File: config.mk
export PLATFORM = sky130hd
export DESIGN_NAME = cpu_wb_bus_if_flat
export DESIGN_NICKNAME = d
export VERILOG_FILES = /design/src/rtl/cpu_wb_bus_if_if.sv /design/src/rtl/cpu_wb_bus_if.sv /design/src/flat_wrapper.sv
export SDC_FILE = /design/constraint.sdc
export NUM_CORES = 1
export LEC_CHECK = 0
export BUFFER_PORTS_ARGS = -buffer_cell sky130_fd_sc_hd__buf_2
export CORE_UTILIZATION = 50
export CTS_BUF_LIST = sky130_fd_sc_hd__clkbuf_4 sky130_fd_sc_hd__clkbuf_8
export CTS_CLUSTER_SIZE = 24
export DETAILED_ROUTE_END_ITERATION = 8
export GPL_TIMING_DRIVEN = 0
export PLACE_DENSITY_LB_ADDON = 0.2
export REMOVE_ABC_BUFFERS = 1
export SETUP_SLACK_MARGIN = 0.05
export SKIP_CTS_REPAIR_TIMING = 1
export SLEW_MARGIN = 0
export SYNTH_ARGS = -nofsm -noshare
export SYNTH_HDL_FRONTEND = slang
export SYNTH_SLANG_ARGS = --single-unit
File: constraint.sdc
create_clock -name clk -period 2.1 [get_ports clk]
set_input_delay 0 -clock clk [delete_from_list [all_inputs] [get_ports clk]]
set_output_delay 0 -clock clk [all_outputs]
set_load 0.01 [all_outputs]
File: src/rtl/cpu_wb_bus_if_if.sv
// Wishbone classic bus bundle used between cpu_wb_bus_if and a Wishbone slave.
//   master modport : bridge side (drives addr/data/we/sel/stb/cyc, takes data/ack)
//   slave  modport : memory/peripheral side
// Signal names keep the bridge's port naming, so *_o means driven by the master.
interface cpu_wb_bus_if_if;
  logic [31:0] wishbone_data_i;
  logic        wishbone_ack_i;
  logic [31:0] wishbone_addr_o;
  logic [31:0] wishbone_data_o;
  logic        wishbone_we_o;
  logic [3:0]  wishbone_sel_o;
  logic        wishbone_stb_o;
  logic        wishbone_cyc_o;

  modport master (
    input  wishbone_data_i, wishbone_ack_i,
    output wishbone_addr_o, wishbone_data_o, wishbone_we_o,
           wishbone_sel_o, wishbone_stb_o, wishbone_cyc_o
  );

  modport slave (
    output wishbone_data_i, wishbone_ack_i,
    input  wishbone_addr_o, wishbone_data_o, wishbone_we_o,
           wishbone_sel_o, wishbone_stb_o, wishbone_cyc_o
  );
endinterface

File: src/rtl/cpu_wb_bus_if.sv
// Bridge from one OpenMIPS single-cycle memory port to a Wishbone classic master.
// Asserts stallreq while a bus cycle is outstanding and holds read data in
// rd_buf until the pipeline stall releases, so the consumer samples it once.
// Ports:
//   clk, rst            clock, async active-low reset
//   stall_i[5:0]        pipeline stall vector from ctrl
//   flush_i             pipeline flush, aborts any access
//   cpu_ce_i/addr/data/we/sel   CPU request
//   cpu_data_o          read data returned to CPU
//   stallreq            stall request to ctrl
//   bus_err_o           one-cycle pulse when an access times out
//   wb                  Wishbone classic master (all outputs registered)
// TIMEOUT_CYCLES must be >= 1 and fit in CNT_W bits (2^CNT_W > TIMEOUT_CYCLES).
module cpu_wb_bus_if #(
  parameter int TIMEOUT_CYCLES = 255,
  parameter int CNT_W          = 8
) (
  input  logic                 clk,
  input  logic                 rst,
  input  logic [5:0]           stall_i,
  input  logic                 flush_i,
  input  logic                 cpu_ce_i,
  input  logic [31:0]          cpu_addr_i,
  input  logic [31:0]          cpu_data_i,
  input  logic                 cpu_we_i,
  input  logic [3:0]           cpu_sel_i,
  output logic [31:0]          cpu_data_o,
  output logic                 stallreq,
  output logic                 bus_err_o,
  cpu_wb_bus_if_if.master      wb
);

  typedef enum logic [1:0] {IDLE, BUSY, WAIT_FOR_STALL} state_t;

  state_t      state, state_n;
  logic [31:0] addr_q, addr_n;
  logic [31:0] data_q, data_n;
  logic        we_q, we_n;
  logic [3:0]  sel_q, sel_n;
  logic        req_q, req_n;     // drives both stb and cyc
  logic [31:0] rd_buf, rd_buf_n;
  logic [CNT_W-1:0] cnt, cnt_n;

  logic clr;                     // drop the whole bus this cycle
  logic ack;
  logic timeout;
  logic stall_any;

  assign ack       = wb.wishbone_ack_i;
  assign timeout   = (cnt == CNT_W'(TIMEOUT_CYCLES - 1));
  assign stall_any = |stall_i;

  assign wb.wishbone_addr_o = addr_q;
  assign wb.wishbone_data_o = data_q;
  assign wb.wishbone_we_o   = we_q;
  assign wb.wishbone_sel_o  = sel_q;
  assign wb.wishbone_stb_o  = req_q;
  assign wb.wishbone_cyc_o  = req_q;

  always_ff @(posedge clk or negedge rst) begin
    if (!rst) begin
      state  <= IDLE;
      addr_q <= '0;
      data_q <= '0;
      we_q   <= 1'b0;
      sel_q  <= '0;
      req_q  <= 1'b0;
      rd_buf <= '0;
      cnt    <= '0;
    end else begin
      state  <= state_n;
      addr_q <= addr_n;
      data_q <= data_n;
      we_q   <= we_n;
      sel_q  <= sel_n;
      req_q  <= req_n;
      rd_buf <= rd_buf_n;
      cnt    <= cnt_n;
    end
  end

  always_comb begin
    state_n    = state;
    addr_n     = addr_q;
    data_n     = data_q;
    we_n       = we_q;
    sel_n      = sel_q;
    req_n      = req_q;
    rd_buf_n   = rd_buf;
    cnt_n      = cnt;
    clr        = 1'b0;
    stallreq   = 1'b0;
    cpu_data_o = '0;
    bus_err_o  = 1'b0;

    case (state)
      IDLE: begin
        if (cpu_ce_i && !flush_i) begin
          addr_n   = cpu_addr_i;
          data_n   = cpu_data_i;
          we_n     = cpu_we_i;
          sel_n    = cpu_sel_i;
          req_n    = 1'b1;
          cnt_n    = '0;
          state_n  = BUSY;
          stallreq = 1'b1;
        end else begin
          clr = 1'b1;
        end
      end

      BUSY: begin
        if (flush_i) begin
          // Abort; a slave ack arriving later lands in IDLE and is ignored.
          clr      = 1'b1;
          rd_buf_n = '0;
          state_n  = IDLE;
        end else if (ack) begin
          clr = 1'b1;
          if (!we_q) begin
            rd_buf_n   = wb.wishbone_data_i;
            cpu_data_o = wb.wishbone_data_i;   // same-cycle forward
          end
          state_n = stall_any ? WAIT_FOR_STALL : IDLE;
        end else if (timeout) begin
          clr       = 1'b1;
          rd_buf_n  = '0;
          bus_err_o = 1'b1;
          state_n   = stall_any ? WAIT_FOR_STALL : IDLE;
        end else begin
          cnt_n    = cnt + CNT_W'(1);
          stallreq = 1'b1;
        end
      end

      WAIT_FOR_STALL: begin
        // Present the buffered word until the stalled stage moves on.
        cpu_data_o = rd_buf;
        if (flush_i || !stall_any) state_n = IDLE;
      end

      default: begin
        clr     = 1'b1;
        state_n = IDLE;
      end
    endcase

    if (clr) begin
      addr_n = '0;
      data_n = '0;
      we_n   = 1'b0;
      sel_n  = '0;
      req_n  = 1'b0;
    end
  end

endmodule
File: src/flat_wrapper.sv
// flat-port wrapper written by rule: the top's interface ports become plain ports
module cpu_wb_bus_if_flat 
#(
  parameter int TIMEOUT_CYCLES = 255,
  parameter int CNT_W          = 8
)
  (clk, rst, stall_i, flush_i, cpu_ce_i, cpu_addr_i, cpu_data_i, cpu_we_i, cpu_sel_i, cpu_data_o, stallreq, bus_err_o, wb_wishbone_data_i, wb_wishbone_ack_i, wb_wishbone_addr_o, wb_wishbone_data_o, wb_wishbone_we_o, wb_wishbone_sel_o, wb_wishbone_stb_o, wb_wishbone_cyc_o);
  cpu_wb_bus_if_if wb_i ();
  input  logic clk;
  input  logic rst;
  input  logic [5:0] stall_i;
  input  logic flush_i;
  input  logic cpu_ce_i;
  input  logic [31:0] cpu_addr_i;
  input  logic [31:0] cpu_data_i;
  input  logic cpu_we_i;
  input  logic [3:0] cpu_sel_i;
  output logic [31:0] cpu_data_o;
  output logic stallreq;
  output logic bus_err_o;
  input wire logic [$bits(wb_i.wishbone_data_i)-1:0] wb_wishbone_data_i;
  input wire logic [$bits(wb_i.wishbone_ack_i)-1:0] wb_wishbone_ack_i;
  output wire logic [$bits(wb_i.wishbone_addr_o)-1:0] wb_wishbone_addr_o;
  output wire logic [$bits(wb_i.wishbone_data_o)-1:0] wb_wishbone_data_o;
  output wire logic [$bits(wb_i.wishbone_we_o)-1:0] wb_wishbone_we_o;
  output wire logic [$bits(wb_i.wishbone_sel_o)-1:0] wb_wishbone_sel_o;
  output wire logic [$bits(wb_i.wishbone_stb_o)-1:0] wb_wishbone_stb_o;
  output wire logic [$bits(wb_i.wishbone_cyc_o)-1:0] wb_wishbone_cyc_o;
  assign wb_i.wishbone_data_i = wb_wishbone_data_i;
  assign wb_i.wishbone_ack_i = wb_wishbone_ack_i;
  assign wb_wishbone_addr_o = wb_i.wishbone_addr_o;
  assign wb_wishbone_data_o = wb_i.wishbone_data_o;
  assign wb_wishbone_we_o = wb_i.wishbone_we_o;
  assign wb_wishbone_sel_o = wb_i.wishbone_sel_o;
  assign wb_wishbone_stb_o = wb_i.wishbone_stb_o;
  assign wb_wishbone_cyc_o = wb_i.wishbone_cyc_o;
  cpu_wb_bus_if #(.TIMEOUT_CYCLES(TIMEOUT_CYCLES), .CNT_W(CNT_W)) u_core (.clk(clk), .rst(rst), .stall_i(stall_i), .flush_i(flush_i), .cpu_ce_i(cpu_ce_i), .cpu_addr_i(cpu_addr_i), .cpu_data_i(cpu_data_i), .cpu_we_i(cpu_we_i), .cpu_sel_i(cpu_sel_i), .cpu_data_o(cpu_data_o), .stallreq(stallreq), .bus_err_o(bus_err_o), .wb(wb_i));
endmodule
==> PnR_summary.wiki <==
{| class="wikitable"
! Metric !! Value
|-
| Final count of negative-setup-slack endpoints || 0
|-
| Clock tree from TritonCTS || yes
|-
| Post-Route WL || 17.4 mm
|-
| Number of stages on the worst setup path || 6
|-
| Post-layout min period || between 2 and 2.5 ns
|-
| CTS H-Tree Depth || 3
|-
| Part of the Yosys area used for sequential elements || 51.3%
|-
| Cell area after synthesis || 5470 µm²
|-
| Crit-path max FO || 15
|-
| Port buffer count || 216
|-
| Signed area change from the synthesized netlist to the final layout || 46.2%
|-
| Number of nets in the layout || a little over 1,000
|-
| Largest incremental delay on the critical path || between 0.4 and 0.5 ns
|-
| Type of destination of the critical path || primary output
|-
| Worst endpoint data arrival time || approximately 2 ns
|-
| Startpoint Class || flip-flop
|-
| Max frequency || between 400 and 500 MHz
|-
| Number of max-slew violations in the final report || 0
|-
| I/O pin total || 217
|-
| Data required, critical path || 2.10 ns
|-
| Root cell of the clock tree || sky130_fd_sc_hd__clkbuf_8
|-
| Source-to-sink clock delay at the later pin of the worst-skew pair || approximately 0.37 ns
|-
| Post-detailed-route DRC marker count || 0
|-
| Clock Skews || about 0.013 ns
|-
| Final period util || 97.7%
|-
| Initial core utilization || 52.3%
|-
| Synth Warn # || 0
|-
| Clock Tree Buf Depth || 2
|-
| Synthesized flop and latch total || 112
|-
| Number of distinct library cells after synthesis || 40
|-
| CP cell instances || nor2b_1 > and3b_2 > buf_12 > nand2_1 > a21boi_0 > buf_2
|-
| Internal power || 4.45 mW
|-
| Part of the power in combinational logic || 43.2%
|-
| Average routed wire per standard cell || approximately 17 µm
|-
| CTS sink count || 112
|-
| Area share of the leading cell type in the synthesized netlist || 51.3%
|-
| Net load switching power || 3.07 mW
|-
| Maximum number of pins on one net before global-route repair || 62
|-
| Slowest stage cell on the critical path || sky130_fd_sc_hd__dfrtp_1
|-
| Worst voltage drop across the vdd grid || 0.650 mV
|-
| Aggregate global routing overflow || 0
|-
| Register-to-Register Path Depth || 7
|-
| Setup repair after global routing missed its margin || true
|-
| Number of buffers added by the clock tree synthesis step || 9
|-
| Average size of a mapped cell || 9.14 µm²
|-
| Post-Synthesis Cells || 598
|-
| Tot GR Track Use || 24.9%
|-
| Worst Hold Path Cells || 5
|-
| Antenna diode count || 0
|-
| Number of design-rule violations left by the first detailed-router iteration || between 400 and 500
|-
| Sequential Power Share || 40.3%
|-
| Cell taking the most area after synthesis || sky130_fd_sc_hd__dfrtp_1
|-
| Hold Path Class || input pin to flip-flop
|-
| Clock power share || 16.5%
|-
| Async S/R FF share, synth || 100%
|-
| Transition at the pin with the smallest max-transition slack || roughly 0.8 ns
|-
| Half-perimeter wire length after detailed placement || 9.54 mm
|-
| Proportion of layout cells with a drive suffix above 1 || a little under two fifths
|-
| Number of antenna violations at the first check in global routing || 0
|-
| Largest cells by area after synthesis || sky130_fd_sc_hd__dfrtp_1 51%, sky130_fd_sc_hd__nand2_1 14%, sky130_fd_sc_hd__a21oi_2 11%
|-
| Pwr Density || 940 nW/µm²
|-
| Status || finished clean
|-
| Post-synth EDFFs || 0
|-
| Sw Ratio || about two fifths
|-
| Filler Cell Count || 666
|-
| Die H || between 100 and 150 µm
|-
| Max Cap Viol || 0
|-
| RD Place Congestion || 0.802
|-
| Die X || 107 µm
|-
| First-pass detailed-route iteration total || 5
|-
| Total area of sequential cells || 2800 µm²
|-
| Combined area of the multi-input logic cells || 2420 µm²
|-
| Final Core Density || between 70% and 80%
|-
| Buf+Inv Stages, Crit Path || 2
|-
| Count of nets left with antenna violations after detail routing || 0
|-
| Die Footprint || 11,400 µm²
|-
| Vias post-DR || 5,453
|-
| Family with the most delay on the worst path || simple AND/OR/NAND/NOR gates
|-
| Normalized max-slew margin || about 47%
|-
| Total power || 7.51 mW
|-
| Final-report hold violation count || 0
|-
| Clock slew seen by the registers of the worst setup and hold paths || 0.10 ns
|-
| Synth Flop Type || sky130_fd_sc_hd__dfrtp_1
|-
| Via-to-Cell Ratio || 5.21
|-
| Std cell rows || 37
|-
| Critical path start-end classification || flip-flop to primary output
|-
| Total core area || 10,500 µm²
|-
| Wire length of the first global-routing pass || 22.4 mm
|-
| Static leakage || 3.82 nW
|-
| Via count of the first global-routing pass || 4,688
|}
-- layout make-up --
type                    count  share of cell area, %
inverters                  36                   1.69
multi-input cells         415                   30.3
well taps                 136                   2.13
clock buffers              11                   1.82
repair buffers            331                   28.4
flip-flops and latches    112                   35.1
clock inverters             5                  0.532
-- cell usage in the layout, fill, tap and decap left out, types with 4 or more instances in the layout --
| master | count |
|---|---|
| sky130_fd_sc_hd__a21oi_2 | 69 |
| sky130_fd_sc_hd__buf_2 | 215 |
| sky130_fd_sc_hd__clkinv_4 | 4 |
| sky130_fd_sc_hd__a21boi_0 | 27 |
| sky130_fd_sc_hd__o21ai_0 | 41 |
| sky130_fd_sc_hd__nor3_1 | 6 |
| sky130_fd_sc_hd__dfrtp_1 | 111 |
| sky130_fd_sc_hd__nand2_1 | 206 |
| sky130_fd_sc_hd__mux2i_1 | 6 |
| sky130_fd_sc_hd__clkbuf_8 | 10 |
| sky130_fd_sc_hd__buf_12 | 4 |
| sky130_fd_sc_hd__dlygate4sd3_1 | 102 |
| sky130_fd_sc_hd__buf_4 | 9 |
| sky130_fd_sc_hd__inv_1 | 33 |
| sky130_fd_sc_hd__or2_2 | 7 |
| sky130_fd_sc_hd__a21boi_1 | 5 |
-- worst paths after layout --
check,from,to,slack [ns]
worst min-delay path,stall_i[5],u_core.state[1],0.16
worst max-delay path,u_core.wb.wishbone_we_o,cpu_data_o[3],0.05
min in group asynchronous,rst,u_core.rd_buf[30],0.21
worst min register to register,u_core.wb.wishbone_data_o[13],u_core.wb.wishbone_data_o[13],0.54
worst max register to register,u_core.cnt[0],u_core.wb.wishbone_data_o[21],0.11
max in group asynchronous,rst,u_core.wb.wishbone_sel_o[2],1.15
-- registers in the layout, summed over array words and instances (netlist names) --
name / cells
u_core.wb.wishbone_data_o: 32
u_core.rd_buf: 32
u_core.wb.wishbone_addr_o: 32
u_core.wb.wishbone_cyc_o: 1
u_core.wb.wishbone_sel_o: 4
u_core.state: 2
u_core.wb.wishbone_we_o: 1
u_core.cnt: 8
-- logic make-up (layout without fill, tap and decap cells) --
| family | count (synthesis) | in the layout | share of synthesized area, % |
|---|---|---|---|
| DFF | 112 | 112 | 51.3 |
| adders and majority gates | 6 | 6 | 1.37 |
| and+or+nand+nor | 240 | 243 | 18.0 |
| muxes | 6 | 6 | 1.10 |
| AOI/OAI and AO/OA | 159 | 160 | 21.7 |
| buffers and inverters | 75 | 383 | 6.54 |
-- cell usage after synthesis (2+ instances only) --
master                     count
sky130_fd_sc_hd__nand2_1     207
sky130_fd_sc_hd__dfrtp_1     112
sky130_fd_sc_hd__a21oi_2      69
sky130_fd_sc_hd__o21ai_0      41
sky130_fd_sc_hd__inv_1        35
sky130_fd_sc_hd__a21boi_0     27
sky130_fd_sc_hd__clkbuf_1     22
sky130_fd_sc_hd__buf_6         8
sky130_fd_sc_hd__buf_2         7
sky130_fd_sc_hd__or2_2         7
sky130_fd_sc_hd__ha_1          6
sky130_fd_sc_hd__mux2i_1       6
sky130_fd_sc_hd__nor3_1        6
sky130_fd_sc_hd__a21boi_1      5
sky130_fd_sc_hd__a21o_1        3
sky130_fd_sc_hd__nand3_1       3
sky130_fd_sc_hd__nor2_1        3
sky130_fd_sc_hd__a211oi_1      2
sky130_fd_sc_hd__a21oi_1       2
sky130_fd_sc_hd__buf_4         2
sky130_fd_sc_hd__nand2b_1      2
sky130_fd_sc_hd__nor2_2        2
sky130_fd_sc_hd__nor2b_1       2
sky130_fd_sc_hd__o211ai_1      2
sky130_fd_sc_hd__o21ai_1       2
-- worst register-to-register path, delay by kind of cell (launching register included) --
kind                     cells  cell delay [ns]
flip-flops                   1             0.45
adder cells (fa/ha/maj)      1             0.15
buffers and inverters        2             0.41
AO/OA/AOI/OAI                3             0.70
AND/OR/NAND/NOR              1             0.17
-- power by group through the flow --
stage | logic, mW | clock network, mW | registers (mW)
after CTS | 2.73 | 1.26 | 3.00
after global placement | 2.23 | 0 | 2.86
after floorplan | 1.52 | 0 | 3.00
after global routing | 3.54 | 1.35 | 3.09
after detailed placement | 2.72 | 0 | 3.04
final | 3.25 | 1.24 | 3.03
-- layer usage --
layer | track usage, % | part of all wire (%) | up-vias
li1 | - | - | 2557
met3 | 6.81 | 6.9 | 34
met2 | 40.1 | 50 | 241
met4 | 9.30 | 2.7 | 0
met1 | 32.1 | 41 | 2621
met5 | 0 | 0 | -
-- per-stage QoR --
step           TNS [ns]  setup slack [ns]  cell area (µm²)  hold WS, ns  cells
6_report              0            0.0477             7990        0.165   1046
5_1_grt         -0.0403           -0.0366             7990        0.170   1046
4_1_cts          -45.39            -0.951             6790       -0.326    931
3_5_place_dp     -28.68            -0.511             6600       0.0896    915
3_3_place_gp    -175.59             -2.00             6500        0.220    911
2_1_floorplan    -75.56             -1.24             5250       -0.296    559
No activity file was read; power rests on OpenSTA's default activity.
